$ cat src/rtl/cache_port_arbiter_pkg.sv
// cache_arb_pkg: shared FSM state, command record and default sizes for the cache port arbiter.
// The command record is sized by the package widths, so the arbiter keeps ADDR_WIDTH/DATA_WIDTH at these defaults.
package cache_arb_pkg;
   localparam int ADDR_W = 9;
   localparam int DATA_W = 6;
   localparam int TIMEOUT_DEF = 64;
   localparam int CNT_W = 8;
   typedef enum logic [1:0] {IDLE, ISSUE, WAIT, RESP} arb_state_t;
   typedef struct packed {
      logic              idx;
      logic              we;
      logic [ADDR_W-1:0] addr;
      logic [DATA_W-1:0] wdata;
   } req_cmd_t;
endpackage

$ cat src/rtl/cache_port_arbiter_if.sv
// cache_port_arbiter_if: requester and cache-side bus of the arbiter; master drives requests and cache responses.
interface cache_port_arbiter_if #(
   parameter int ADDR_WIDTH = 9,
   parameter int DATA_WIDTH = 6,
   parameter int CNT_WIDTH = 8
);
   logic                  req0, req1, we0, we1;
   logic [ADDR_WIDTH-1:0] addr0, addr1;
   logic [DATA_WIDTH-1:0] wdata0, wdata1;
   logic                  ack0, ack1, hit_out0, hit_out1, err0, err1;
   logic [DATA_WIDTH-1:0] rdata0, rdata1;
   logic [ADDR_WIDTH-1:0] cache_addr;
   logic                  cache_read, cache_write;
   logic [DATA_WIDTH-1:0] cache_wdata;
   logic                  cache_hit, cache_strob;
   logic [DATA_WIDTH-1:0] cache_data;
   logic                  busy;
   logic [CNT_WIDTH-1:0]  hit_cnt, miss_cnt;
   modport master (
      output req0, req1, we0, we1, addr0, addr1, wdata0, wdata1, cache_hit, cache_strob, cache_data,
      input  ack0, ack1, hit_out0, hit_out1, err0, err1, rdata0, rdata1,
             cache_addr, cache_read, cache_write, cache_wdata, busy, hit_cnt, miss_cnt
   );
   modport slave (
      input  req0, req1, we0, we1, addr0, addr1, wdata0, wdata1, cache_hit, cache_strob, cache_data,
      output ack0, ack1, hit_out0, hit_out1, err0, err1, rdata0, rdata1,
             cache_addr, cache_read, cache_write, cache_wdata, busy, hit_cnt, miss_cnt
   );
endinterface

$ cat src/rtl/cache_port_arbiter_rr_pick2.sv
// rr_pick2: two-way round-robin pick; on a tie the master not granted last wins.
module rr_pick2 (
   input  logic req0,
   input  logic req1,
   input  logic last_grant,
   output logic valid,
   output logic grant
);
   always_comb begin
      valid = req0 | req1;
      grant = (req0 & req1) ? ~last_grant : req1;
   end
endmodule

$ cat src/rtl/cache_port_arbiter.sv
// cache_port_arbiter: round-robin sequencer issuing one cache command at a time for two masters,
// with a completion watchdog and saturating hit/miss statistics.
module cache_port_arbiter
   import cache_arb_pkg::*;
#(
   parameter int ADDR_WIDTH = ADDR_W,
   parameter int DATA_WIDTH = DATA_W,
   parameter int TIMEOUT = TIMEOUT_DEF,
   parameter int CNT_WIDTH = CNT_W
) (
   input logic clk,
   input logic rst,
   cache_port_arbiter_if.slave bus
);
   localparam int WD_W = $clog2(TIMEOUT);
   arb_state_t state_q, state_d;
   req_cmd_t cmd_q, cmd_d;
   logic last_grant_q, last_grant_d;
   logic [WD_W-1:0] wd_q, wd_d;
   logic [CNT_WIDTH-1:0] hit_cnt_q, hit_cnt_d, miss_cnt_q, miss_cnt_d;
   logic rd_q, rd_d, wr_q, wr_d, busy_q, busy_d;
   logic [1:0] ack_q, ack_d, hit_q, hit_d, err_q, err_d;
   logic [1:0][DATA_WIDTH-1:0] rdata_q, rdata_d;
   logic pick_valid, pick_idx, tout, strob_hit, strob_miss;

   rr_pick2 u_pick (
      .req0(bus.req0),
      .req1(bus.req1),
      .last_grant(last_grant_q),
      .valid(pick_valid),
      .grant(pick_idx)
   );

   always_comb begin
      state_d = state_q;
      cmd_d = cmd_q;
      last_grant_d = last_grant_q;
      wd_d = wd_q;
      hit_cnt_d = hit_cnt_q;
      miss_cnt_d = miss_cnt_q;
      rd_d = 1'b0;
      wr_d = 1'b0;
      ack_d = '0;
      hit_d = hit_q;
      err_d = err_q;
      rdata_d = rdata_q;
      tout = wd_q == WD_W'(TIMEOUT - 1);
      strob_hit = bus.cache_strob & bus.cache_hit;
      strob_miss = bus.cache_strob & ~bus.cache_hit;
      case (state_q)
         IDLE: if (pick_valid) begin
            cmd_d = pick_idx ? {1'b1, bus.we1, bus.addr1, bus.wdata1} : {1'b0, bus.we0, bus.addr0, bus.wdata0};
            rd_d = ~cmd_d.we;
            wr_d = cmd_d.we;
            state_d = ISSUE;
         end
         ISSUE: begin
            wd_d = '0;
            state_d = WAIT;
         end
         WAIT: begin
            wd_d = wd_q + 1'b1;
            // a strobe arriving on the timeout cycle still completes normally
            if (bus.cache_strob | tout) begin
               ack_d[cmd_q.idx] = 1'b1;
               hit_d[cmd_q.idx] = strob_hit;
               err_d[cmd_q.idx] = ~bus.cache_strob;
               rdata_d[cmd_q.idx] = bus.cache_strob ? bus.cache_data : '0;
               hit_cnt_d = (strob_hit & ~&hit_cnt_q) ? hit_cnt_q + 1'b1 : hit_cnt_q;
               miss_cnt_d = (strob_miss & ~&miss_cnt_q) ? miss_cnt_q + 1'b1 : miss_cnt_q;
               state_d = RESP;
            end
         end
         default: begin
            last_grant_d = cmd_q.idx;
            state_d = IDLE;
         end
      endcase
      busy_d = state_d != IDLE;
   end

   always_ff @(posedge clk) begin
      if (rst) begin
         state_q <= IDLE;
         cmd_q <= '0;
         last_grant_q <= 1'b1;
         wd_q <= '0;
         hit_cnt_q <= '0;
         miss_cnt_q <= '0;
         rd_q <= 1'b0;
         wr_q <= 1'b0;
         busy_q <= 1'b0;
         ack_q <= '0;
         hit_q <= '0;
         err_q <= '0;
         rdata_q <= '0;
      end else begin
         state_q <= state_d;
         cmd_q <= cmd_d;
         last_grant_q <= last_grant_d;
         wd_q <= wd_d;
         hit_cnt_q <= hit_cnt_d;
         miss_cnt_q <= miss_cnt_d;
         rd_q <= rd_d;
         wr_q <= wr_d;
         busy_q <= busy_d;
         ack_q <= ack_d;
         hit_q <= hit_d;
         err_q <= err_d;
         rdata_q <= rdata_d;
      end
   end

   assign bus.ack0 = ack_q[0];
   assign bus.ack1 = ack_q[1];
   assign bus.hit_out0 = hit_q[0];
   assign bus.hit_out1 = hit_q[1];
   assign bus.err0 = err_q[0];
   assign bus.err1 = err_q[1];
   assign bus.rdata0 = rdata_q[0];
   assign bus.rdata1 = rdata_q[1];
   assign bus.cache_addr = cmd_q.addr;
   assign bus.cache_wdata = cmd_q.wdata;
   assign bus.cache_read = rd_q;
   assign bus.cache_write = wr_q;
   assign bus.busy = busy_q;
   assign bus.hit_cnt = hit_cnt_q;
   assign bus.miss_cnt = miss_cnt_q;
endmodule

$ cat src/flat_wrapper.sv
// flat-port wrapper written by rule: the top's interface ports become plain ports
module cache_port_arbiter_flat import cache_arb_pkg::*;
#(
   parameter int ADDR_WIDTH = ADDR_W,
   parameter int DATA_WIDTH = DATA_W,
   parameter int TIMEOUT = TIMEOUT_DEF,
   parameter int CNT_WIDTH = CNT_W
)
  (clk, rst, bus_req0, bus_req1, bus_we0, bus_we1, bus_addr0, bus_addr1, bus_wdata0, bus_wdata1, bus_cache_hit, bus_cache_strob, bus_cache_data, bus_ack0, bus_ack1, bus_hit_out0, bus_hit_out1, bus_err0, bus_err1, bus_rdata0, bus_rdata1, bus_cache_addr, bus_cache_read, bus_cache_write, bus_cache_wdata, bus_busy, bus_hit_cnt, bus_miss_cnt);
  cache_port_arbiter_if #(.ADDR_WIDTH(ADDR_WIDTH), .DATA_WIDTH(DATA_WIDTH), .CNT_WIDTH(CNT_WIDTH)) bus_i ();
  input logic clk;
  input logic rst;
  input wire logic [$bits(bus_i.req0)-1:0] bus_req0;
  input wire logic [$bits(bus_i.req1)-1:0] bus_req1;
  input wire logic [$bits(bus_i.we0)-1:0] bus_we0;
  input wire logic [$bits(bus_i.we1)-1:0] bus_we1;
  input wire logic [$bits(bus_i.addr0)-1:0] bus_addr0;
  input wire logic [$bits(bus_i.addr1)-1:0] bus_addr1;
  input wire logic [$bits(bus_i.wdata0)-1:0] bus_wdata0;
  input wire logic [$bits(bus_i.wdata1)-1:0] bus_wdata1;
  input wire logic [$bits(bus_i.cache_hit)-1:0] bus_cache_hit;
  input wire logic [$bits(bus_i.cache_strob)-1:0] bus_cache_strob;
  input wire logic [$bits(bus_i.cache_data)-1:0] bus_cache_data;
  output wire logic [$bits(bus_i.ack0)-1:0] bus_ack0;
  output wire logic [$bits(bus_i.ack1)-1:0] bus_ack1;
  output wire logic [$bits(bus_i.hit_out0)-1:0] bus_hit_out0;
  output wire logic [$bits(bus_i.hit_out1)-1:0] bus_hit_out1;
  output wire logic [$bits(bus_i.err0)-1:0] bus_err0;
  output wire logic [$bits(bus_i.err1)-1:0] bus_err1;
  output wire logic [$bits(bus_i.rdata0)-1:0] bus_rdata0;
  output wire logic [$bits(bus_i.rdata1)-1:0] bus_rdata1;
  output wire logic [$bits(bus_i.cache_addr)-1:0] bus_cache_addr;
  output wire logic [$bits(bus_i.cache_read)-1:0] bus_cache_read;
  output wire logic [$bits(bus_i.cache_write)-1:0] bus_cache_write;
  output wire logic [$bits(bus_i.cache_wdata)-1:0] bus_cache_wdata;
  output wire logic [$bits(bus_i.busy)-1:0] bus_busy;
  output wire logic [$bits(bus_i.hit_cnt)-1:0] bus_hit_cnt;
  output wire logic [$bits(bus_i.miss_cnt)-1:0] bus_miss_cnt;
  assign bus_i.req0 = bus_req0;
  assign bus_i.req1 = bus_req1;
  assign bus_i.we0 = bus_we0;
  assign bus_i.we1 = bus_we1;
  assign bus_i.addr0 = bus_addr0;
  assign bus_i.addr1 = bus_addr1;
  assign bus_i.wdata0 = bus_wdata0;
  assign bus_i.wdata1 = bus_wdata1;
  assign bus_i.cache_hit = bus_cache_hit;
  assign bus_i.cache_strob = bus_cache_strob;
  assign bus_i.cache_data = bus_cache_data;
  assign bus_ack0 = bus_i.ack0;
  assign bus_ack1 = bus_i.ack1;
  assign bus_hit_out0 = bus_i.hit_out0;
  assign bus_hit_out1 = bus_i.hit_out1;
  assign bus_err0 = bus_i.err0;
  assign bus_err1 = bus_i.err1;
  assign bus_rdata0 = bus_i.rdata0;
  assign bus_rdata1 = bus_i.rdata1;
  assign bus_cache_addr = bus_i.cache_addr;
  assign bus_cache_read = bus_i.cache_read;
  assign bus_cache_write = bus_i.cache_write;
  assign bus_cache_wdata = bus_i.cache_wdata;
  assign bus_busy = bus_i.busy;
  assign bus_hit_cnt = bus_i.hit_cnt;
  assign bus_miss_cnt = bus_i.miss_cnt;
  cache_port_arbiter #(.ADDR_WIDTH(ADDR_WIDTH), .DATA_WIDTH(DATA_WIDTH), .TIMEOUT(TIMEOUT), .CNT_WIDTH(CNT_WIDTH)) u_core (.clk(clk), .rst(rst), .bus(bus_i));
endmodule
$ cat config.mk
export PLATFORM = sky130hd
export DESIGN_NAME = cache_port_arbiter_flat
export DESIGN_NICKNAME = d
export VERILOG_FILES = /design/src/rtl/cache_port_arbiter_pkg.sv /design/src/rtl/cache_port_arbiter_if.sv /design/src/rtl/cache_port_arbiter_rr_pick2.sv /design/src/rtl/cache_port_arbiter.sv /design/src/flat_wrapper.sv
export SDC_FILE = /design/constraint.sdc
export NUM_CORES = 1
export LEC_CHECK = 0
export ABC_AREA = 1
export CAP_MARGIN = 15
export CORE_AREA = 3 3 90 92
export DETAILED_ROUTE_END_ITERATION = 6
export DIE_AREA = 0 0 93 95
export DONT_BUFFER_PORTS = 1
export GPL_TIMING_DRIVEN = 0
export PLACE_DENSITY = 0.61
export SLEW_MARGIN = 5
export SYNTH_ARGS = -nofsm -noshare
export SYNTH_HDL_FRONTEND = slang
export SYNTH_SLANG_ARGS = --single-unit
$ cat constraint.sdc
create_clock -name clk -period 1.4 [get_ports clk]
set_clock_uncertainty 0.1 [all_clocks]
set_input_delay 0.28 -clock clk [delete_from_list [all_inputs] [get_ports clk]]
set_output_delay 0.28 -clock clk [all_outputs]
set_load 0.01 [all_outputs]
After elaboration in Yosys (flattened, before gate mapping)
Cells that the tools add are included.

word-level totals
  register bits = 62
  logic and storage cells = 68
  output and inout bits = 52
  bits of input ports = 44

operators by class
  reduce and logical (&&, ||, !) cells = 15
  add/subtract/negate cells = 3
  bitwise gates (word level) = 15
  equality and inequality tests = 3
  mux-type cells = 14
  magnitude comparators = 2

operators with widths
  cell                                                                   number
  17-bit 2-to-1 mux                                                      1
  8-bit by 1-bit adder with 8-bit output (second input constant)         2
  8-bit AND reduction                                                    2
  12-bit bitwise mux                                                     1
  6-bit 2-to-1 mux                                                       2
  6-bit one-hot mux with 2 select lines                                  1
  3-bit OR reduction                                                     3
  1-bit inverter                                                         8
  6-bit by 1-bit adder with 6-bit output (second input constant)         1
  6-bit demux with 1-bit select                                          1
  6-bit == test (second input constant)                                  1
  2-bit one-hot mux with 3 select lines                                  1
  3-bit AND reduction                                                    2
  1-bit AND                                                              5
  2-bit bitwise mux                                                      2
  2-bit 2-to-1 mux                                                       2
  2-bit AND reduction                                                    2
  2-bit nonzero test                                                     2
  2-bit by 1-bit == test with 1-bit output (second input constant)       1
  2-bit == test (second input constant)                                  1
  1-bit logical NOT                                                      2
  2-bit logical NOT                                                      1
  1-bit by 2-bit < comparator with 1-bit output (second input constant)  1
  1-bit 2-to-1 mux                                                       2
  other kinds (4)                                                        5

Depth between registers and ports, before layout
Gate-level depths: netlist (run 1).

  depth after elaboration = 5
  gate-level depth with buffers = 10
  depth with buffers taken out = 10

Modules after synthesis
Synthesis (run 1) repeated with hierarchy kept, for this count alone.

unflattened totals
  cells, all modules = 444
  area, all modules = 3060.4 um^2

modules (own cells, without submodules)
  module              area each (um^2)  seq. area each (um^2)  times used  cells an instance
  cache_port_arbiter  3045.4            1241.2                 1           441
  rr_pick2            15.0              0.0                    1           3

Worst setup path before layout (run 1)
OpenSTA, ideal clock, no wires.

  kind = reg2reg
  from = register u_core.state_q[0]
  to = register u_core.cmd_q, in the netlist u_core.bus.cache_addr[5]
  path slack = -0.023 ns
  data arrival time = 1.186 ns
  required time = 1.163 ns
  stages on the path, launching flop included = 8
  library setup time = 0.137 ns
  clock period less this slack = 1.423 ns
  path buffers = 1
  cells stage by stage = dfxtp_1 -> inv_1 -> ha_1 -> o21ai_0 -> inv_1 -> clkbuf_1 -> o21ai_0 -> a31oi_1

on the way
  word-level cells in the longest chain between the ends = 2

RTL lines
  element                        line                      source
  start, declared                cache_port_arbiter.sv:16  arb_state_t state_q, state_d;
  start signal, assigned         cache_port_arbiter.sv:98  state_q <= state_d;
  2-bit logical NOT              cache_port_arbiter.sv:50  case (state_q)
  2-bit AND reduction (no line)  -
  end signal, assigned           cache_port_arbiter.sv:99  cmd_q <= cmd_d;
  end, declared                  cache_port_arbiter.sv:17  req_cmd_t cmd_q, cmd_d;

Every way passes these cells.
A chain may end at the register's enable or synchronous reset.

Worst setup path after layout (run 1)
  from = register u_core.state_q[1]
  to = register u_core.wd_q[4]

on the way
  word-level cells in the longest chain between the ends = 2
  elaborated cells between the ends (all ways) = 4
  classes of those cells = eq/ne: 2; mux: 1; reduce/logical: 1

RTL lines
  element                                                                             line                       source
  2-bit == test / 2-bit by 1-bit == test with 1-bit output (equally long branches)    cache_port_arbiter.sv:50
  6-bit one-hot mux with 2 select lines / 2-bit nonzero test (equally long branches)  -
  end signal, assigned                                                                cache_port_arbiter.sv:101  wd_q <= wd_d;
  end, declared                                                                       cache_port_arbiter.sv:19   logic [WD_W-1:0] wd_q, wd_d;

Parallel ways exist; a longest one is shown, timed or not.

==> summary.md, run 1 <==
| Metric | Value |
|---|---|
| Status | finished, violations left |
| Violated checks | setup timing |
| Met2 global-route usage | 31.31% |
| Leakage power | 1.671 nW |
| Via count | 2,836 |
| Worst slack, placed | -0.3086 ns |
| R2r endpoint | u_core.wd_q[4]$_SDFFE_PP0P_ |
| GRT Total Usage | 18.39% |
| CTS Buffer Depth | 2 |
| WP data arrival | 1.58 ns |
| Detailed Route WL | 7982 um |
| Least-Margin Pin Slew | 0.6342 ns |
| VDD IR-drop max | slightly below 0.9 mV |
| Grt met1 use | 20.97% |
| Hold Crit Endpoint | u_core.bus.cache_addr[2]$_SDFFE_PP0P_ |
| Wire per inst | ~14 um |
| Design area | 4061 um2 |
| Reg2reg start | u_core.state_q[1]$_SDFF_PP0_ |
| Final hold slack | 0.01874 ns |
| Internal reg-to-reg setup slack | -0.05 ns |
| Die area | just under 9000 um2 |
| Met3 Use GR | 6.693% |
| Worst-Skew Late Latency | 0.33 ns |
| Synthesized area | 2912 um2 |
| Layout Cells excl Fill | 569 |
| Drc violations | 0 |
| CP bufs+invs | 3 |
| Max-Cap Viols | 0 |
| Most Frequent Cell on Critical Path | inv_2 |
| Distinct cells, synth | 27 |
| CP max FO | 5 |
| Num CTS Buffers | 9 |
| Drt pass-1 iters | 4 |
| Hold path depth | 2 |
| Largest cells by area after synthesis | dfxtp_1, nand2_1, inv_1 |
| Antenna viol nets, final | 0 |
| Max-slew violations | 0 |
| Clk slew on worst S/H paths | 0.07 ns |
| Share of layout cells above drive strength 1 | 30.85% |
| Port bufs | 0 |
| Fmax | 691.6 MHz |
| H-tree depth | 3 |
| Crit path largest cell delay | about 0.37 ns |
| Ant diodes | 0 |
| Type of destination of the critical path | flip-flop |
| CP Launch Type | flip-flop |
| Starting density of the core | 39.93% |
| IO Pins | 96 |
| Yosys warns | 0 |
| Syn avg cell area | between 7 and 8 um2 |
| Die height | ~95 um |
| Ratio of final minimum period to clock period | 103.3% |
| Mapped Cells | 411 |
| WP data required | between 1.5 and 2 ns |
| CTS root buf | clkbuf_8 |
| Largest net degree at the start of global routing | 12 |
| FP Rows | 31 |
| Slew headroom | 57.72% |
| GRT busiest layer | met2 |
| Placed cell count | just over 500 |
| Nets@finish | 515 |
| RSZ-0062 raised after global routing | yes |
| Top cell type's share of synthesized area | 42.63% |
| Fin. Hold Viols | 0 |
| Hpwl dp | 5067 um |
| Worst Setup Slack, final | -0.04598 ns |
| Via density | 4.984 |
| Area grow syn2layout | 39.49% |
| Drt first-iter violations | 159 |
| Tmin final | roughly 1.4 ns |
| TritonCTS clock tree | yes |
| Core area | 7292 um2 |
| Crit-path cells | inv_2, ha_4, buf_6, nand3_1, inv_2, and3_4, nor3_2 |
| Vias in the first global route | 2,702 |
| Worst Setup SP | u_core.state_q[1]$_SDFF_PP0_ |
| Sequential fraction of the synthesis area | 42.63% |
| Largest area contributor in the netlist | dfxtp_1 |
| Gp weighted congestion | 0.7505 |
| TritonCTS Sinks | 62 |
| Power Dens Cells | 1559 nW/um2 |
| HP Start | bus_addr1[2] |
| Commonest non-fill, non-tap cell in the layout | nand2_1 |
| Worst Setup Path Type | flip-flop to flip-flop |
| Grt ovf | 0 |
| First-pass GRT wire length | 12,790 um |
| Seq cells post-synth | 62 |
| Most frequent cells in the layout | nand2_1, dfxtp_1, buf_4 |
| DIE WIDTH | 93 um |
| Cell family with most CP delay | flip-flops |
| Hold crit path type | primary input to flip-flop |
| Syn nets | 461 |
| Initial antenna violation count | 0 |
| Highest-delay cell along the critical path | dfxtp_4 |
| Dpl cell area | 3043 um2 |
| Endpoints failing setup | 13 |
| Worst R2R Path Depth | 7 |
-- logic make-up after synthesis --
logic type | share of synthesized area (%)
AOI/OAI and AO/OA | 12.03
xor gates and xnor gates | 1.805
adders and majority gates | 2.578
buffers and inverters | 11.82
DFF | 42.63
and+or+nand+nor | 29.14
-- cell type report --
type / count / area (um2)
fill: 686 / 3231
multi-input combinational: 277 / 1650
sequential: 62 / 1270
tap: 99 / 123.9
clock buffer: 11 / 151.4
buffer: 28 / 195.2
timing repair buffer: 44 / 417.9
inverter: 43 / 171.4
clock inverter: 5 / 81.33
-- sequential cells by signal, indices dropped and copies added (netlist names), 6 cells and up --
name,cells
u_core.wd_q,6
u_core.bus.rdata1,6
u_core.bus.miss_cnt,8
u_core.bus.cache_addr,9
u_core.bus.rdata0,6
u_core.bus.cache_wdata,6
u_core.bus.hit_cnt,8
-- repair_timing --
action / 4_1_cts / 5_1_grt
hold endpoints to repair: 15 / 0
hold buffers: 26 / 0
setup endpoints to repair: 58 / 53
gates cloned: 1 / 0
resized for setup: 70 / 70
buffers inserted: 11 / 6
pin swaps: 18 / 31
-- cells in the mapped netlist (all sizes together) --
| master | n |
|---|---|
| o21bai | 1 |
| nand2 | 131 |
| nand4 | 7 |
| nor3 | 4 |
| xor2 | 6 |
| nor3b | 1 |
| nand3 | 21 |
| nor2 | 34 |
| clkinv | 2 |
| o21ai | 25 |
| buf | 23 |
| inv | 41 |
| o211ai | 1 |
| a31oi | 15 |
| ha | 6 |
| nand3b | 2 |
| dfxtp | 62 |
| and3 | 2 |
| clkbuf | 6 |
| a21oi | 21 |
-- where the power goes --
part / internal [mW] / switching, mW
Combinational: 0.976 / 1.20
Clock: 1.10 / 0.725
Sequential: 2.08 / 0.244
-- metrics by stage --
step                      power (mW)  utilization (%)  setup TNS [ns]
after floorplan                3.438                -        -0.01258
after global placement         3.748            41.73          -9.210
after CTS                      6.090            52.42         -0.3949
after detailed placement       3.777            41.73          -10.69
after global routing           6.708            55.70          -2.491
final                          6.330            55.70         -0.2099
-- how the worst max path moves through the flow --
stage	to	slack, ns	depth (start not counted)
3_3_place_gp	u_core.bus.cache_wdata[1]$_SDFFE_PP0P_	-0.27	7
4_1_cts	u_core.bus.rdata0[5]$_SDFFE_PP0P_	-0.06	8
2_1_floorplan	u_core.wd_q[5]$_SDFFE_PP0P_	-0.01	9
6_report	u_core.wd_q[4]$_SDFFE_PP0P_	-0.05	7
5_1_grt	u_core.bus.rdata0[1]$_SDFFE_PP0P_	-0.12	8
3_5_place_dp	u_core.bus.cache_wdata[2]$_SDFFE_PP0P_	-0.31	7
-- metal layers --
| layer | vias to the layer above | wire (um) |
|---|---|---|
| li1 | 1412 | - |
| met1 | 1302 | 3219 |
| met2 | 111 | 3985 |
| met3 | 11 | 646 |
| met4 | 0 | 129 |
| met5 | - | 0 |
(Power assumes the default switching activity.)
==> run 2, diff against run 1 <==
--- a/config.mk
+++ b/config.mk
@@ -7,13 +7,14 @@
 export LEC_CHECK = 0
 export ABC_AREA = 1
 export CAP_MARGIN = 15
-export CORE_AREA = 3 3 90 92
+export CORE_AREA = 3 3 92 94
 export DETAILED_ROUTE_END_ITERATION = 6
-export DIE_AREA = 0 0 93 95
+export DIE_AREA = 0 0 95 97
 export DONT_BUFFER_PORTS = 1
 export GPL_TIMING_DRIVEN = 0
 export PLACE_DENSITY = 0.61
 export SLEW_MARGIN = 5
 export SYNTH_ARGS = -nofsm -noshare
 export SYNTH_HDL_FRONTEND = slang
+export SYNTH_HIERARCHICAL = 1
 export SYNTH_SLANG_ARGS = --single-unit
==> run 2 against run 1 <==
The run still ends with setup timing left. Sequential cell count unchanged. Die area increased by 4.3%. Total power shrank 1.9%. First-iteration DRC count shrank 43%. Global-route usage down 1.7 points. Cell count is 1.9% higher. Synthesized cell count grew 8.0%. Critical endpoint is now u_core/bus.rdata1[3]$_SDFFE_PP0P_.
==> summary.md, run 2 <==
| Metric | Value |
|---|---|
| Fin. Hold Viols | 0 |
| Drt pass-1 iters | 4 |
| WP data required | 1.57 ns |
| Worst-Skew Late Latency | 0.33 ns |
| Layout Utilization | roughly 51% |
| Nets@finish | ~520 |
| Port bufs | 0 |
| Worst Setup Path Type | flip-flop to flip-flop |
| Number of flops mapped to enable cells by yosys | 0 |
| RSZ-0062 raised after global routing | yes |
| Endpoints failing setup | 6 |
| Largest net degree at the start of global routing | 11 |
| Largest area contributor in the netlist | dfxtp_1 |
| Seq cells post-synth | 62 |
| Wire per inst | 13.64 um |
| IO Pins | 96 |
| Final setup TNS | -0.08070 ns |
| First-pass GRT wire length | around 12,000 um |
| Max-slew violations | 0 |
| Slew headroom | a little over half |
| Clk slew on worst S/H paths | 0.07 ns |
| Num CTS Buffers | 9 |
| Core area | roughly 7700 um2 |
| Tmin final | 1.431 ns |
| Power Dens Cells | 1581 nW/um2 |
| Distinct cells, synth | 27 |
| Mapped Cells | 444 |
| CTS root buf | clkbuf_8 |
| TritonCTS clock tree | yes |
| Sequential fraction of the synthesis area | between 40% and 50% |
| Drt first-iter violations | 91 |
| GRT Total Usage | 16.67% |
| Violated checks | setup timing |
| Share of layout cells above drive strength 1 | 30.33% |
| FP Rows | 32 |
| Max reg flops | 9 |
| Most common cell in the synthesized netlist | nand2_1 |
| Grt ovf | 0 |
| Leakage power | approximately 1.8 nW |
| CP max FO | 5 |
| Max-Cap Viols | 0 |
| Syn avg cell area | 6.893 um2 |
| Post-synth top cells | nand2_1, dfxtp_1, inv_1 |
| Worst Setup Slack, final | -0.03134 ns |
| Initial antenna violation count | 0 |
| Type of destination of the critical path | flip-flop |
| Gp weighted congestion | 0.7574 |
| Antenna viol nets, final | 0 |
| Via density | 4.910 |
| Largest cells by area after synthesis | dfxtp_1, nand2_1, inv_1 |
| Drc violations | 0 |
| Die area | 9215 um2 |
| Least-Margin Pin Slew | 0.6902 ns |
| Synthesized area | 3060 um2 |
| Top cell type's share of synthesized area | 40.56% |
| Ratio of final minimum period to clock period | 102.2% |
| VDD IR-drop max | 0.9803 mV |
| CP Launch Type | flip-flop |
| Starting density of the core | 39.60% |
| Via count | 2,848 |
| Die height | a little under 100 um |
| Detailed Route WL | ~7900 um |
| TritonCTS Sinks | 62 |
| Ant diodes | 0 |
| Fmax | 698.6 MHz |
| Area grow syn2layout | 28.37% |
| DIE WIDTH | between 90 and 100 um |
| Syn nets | between 400 and 500 |
| H-tree depth | 3 |
| Commonest non-fill, non-tap cell in the layout | nand2_1 |
| Hpwl dp | 5098 um |
| Status | finished, violations left |
| Hold crit path type | primary input to flip-flop |
| CTS Buffer Depth | 2 |
| Most used DFF post-synth | dfxtp_1 |
| Most frequent cells in the layout | nand2_1, inv_1, nor2_1 |
| WP data arrival | 1.60 ns |
| Yosys warns | 6 |
| Vias in the first global route | approximately 2,700 |
| Asr flop ratio synth | 0% |
run 2: cell types whose count changed in the layout (fill, tap and decap cells not counted), moves of 10 or more:
cell,previous run,this run
nand3_2,2,12
inv_1,29,57
nor2_1,23,47
o211ai_1,1,16
nand2_1,113,95
nand3_1,15,28
a31oi_1,15,0
dlygate4sd3_1,26,1
run 2: critical path, stage by stage (launching register included):
cell	delay [ns]
dfxtp_2	0.34
inv_4	0.07
ha_4	0.15
nand2_2	0.05
nor2_2	0.08
nand2_2	0.08
nand2_4	0.10
nand2_4	0.07
buf_6	0.15
nand2_1	0.05
nand2_1	0.04
nor2_1	0.09
run 2: power by group:
part / switching (mW) / internal [mW] / leakage (nW) / total, mW
Combinational: 1.23 / 1.03 / 1.22 / 2.26
Clock: 0.687 / 0.856 / 0.0952 / 1.54
Sequential: 0.301 / 2.11 / 0.513 / 2.41
Total: 2.22 / 3.99 / 1.83 / 6.21
run 2: routing by layer:
metal	wire, um	vias to the layer above	track usage (%)	part of all wire, %
met2	3820	76	27.17	48
li1	-	1445	-	-
met3	558	10	5.443	7.1
met5	0	-	0	0
met1	3461	1317	20.82	44
met4	74	0	4.772	0.94
run 2: cell families after synthesis:
logic type               after synthesis  synth area share (%)
flip-flops                            62                 40.56
AO/OA/AOI/OAI                         40                 7.932
AND/OR/NAND/NOR                      237                 33.24
XOR/XNOR                               3                0.8587
multiplexers                           1                0.3271
adder cells (fa/ha/maj)                6                 2.453
buffers and inverters                 95                 14.64
run 2: area by class of cell:
type	count	area, um2
plain buffers	32	261.5
clock buffers	11	141.4
clock inverters	4	47.55
fillers	777	3799
inverters	62	241.5
multi-input cells	288	1680
flip-flops and latches	62	1271
well taps	102	127.6
repair buffers	19	157.7
run 2: per-stage QoR:
stage          instances  power [mW]  setup WS, ns  area (um2)  hold WS, ns
2_1_floorplan        444       3.759      -0.02166        3098       0.2417
3_3_place_gp         546       4.096       -0.1771        3226       0.2441
3_5_place_dp         546       4.114       -0.2321        3226       0.2477
4_1_cts              570       5.939      -0.02237        3621      0.08021
5_1_grt              580       6.609       -0.1077        3929      0.06726
6_report             580       6.211      -0.03134        3929      0.06569
run 2: final timing paths:
check	end	start	cells past startpoint	slack [ns]
min	u_core/bus.cache_addr[6]$_SDFFE_PP0P_	bus_addr0[6]	4	0.07
max reg2reg	u_core/bus.rdata1[3]$_SDFFE_PP0P_	u_core/state_q[0]$_SDFF_PP0_	11	-0.03
min reg2reg	u_core/last_grant_q$_SDFFE_PP1N_	u_core/last_grant_q$_SDFFE_PP1N_	2	0.39
max	u_core/bus.rdata1[3]$_SDFFE_PP0P_	u_core/state_q[0]$_SDFF_PP0_	11	-0.03
run 2: repair_timing:
item / in CTS / in global routing
cloned: 3 / 4
endpoints found under the setup margin: 54 / 54
setup buffers: 6 / 6
pin swaps: 12 / 22
hold buffers: 1 / 0
hold endpoints to repair: 3 / 0
resized for setup: 44 / 68
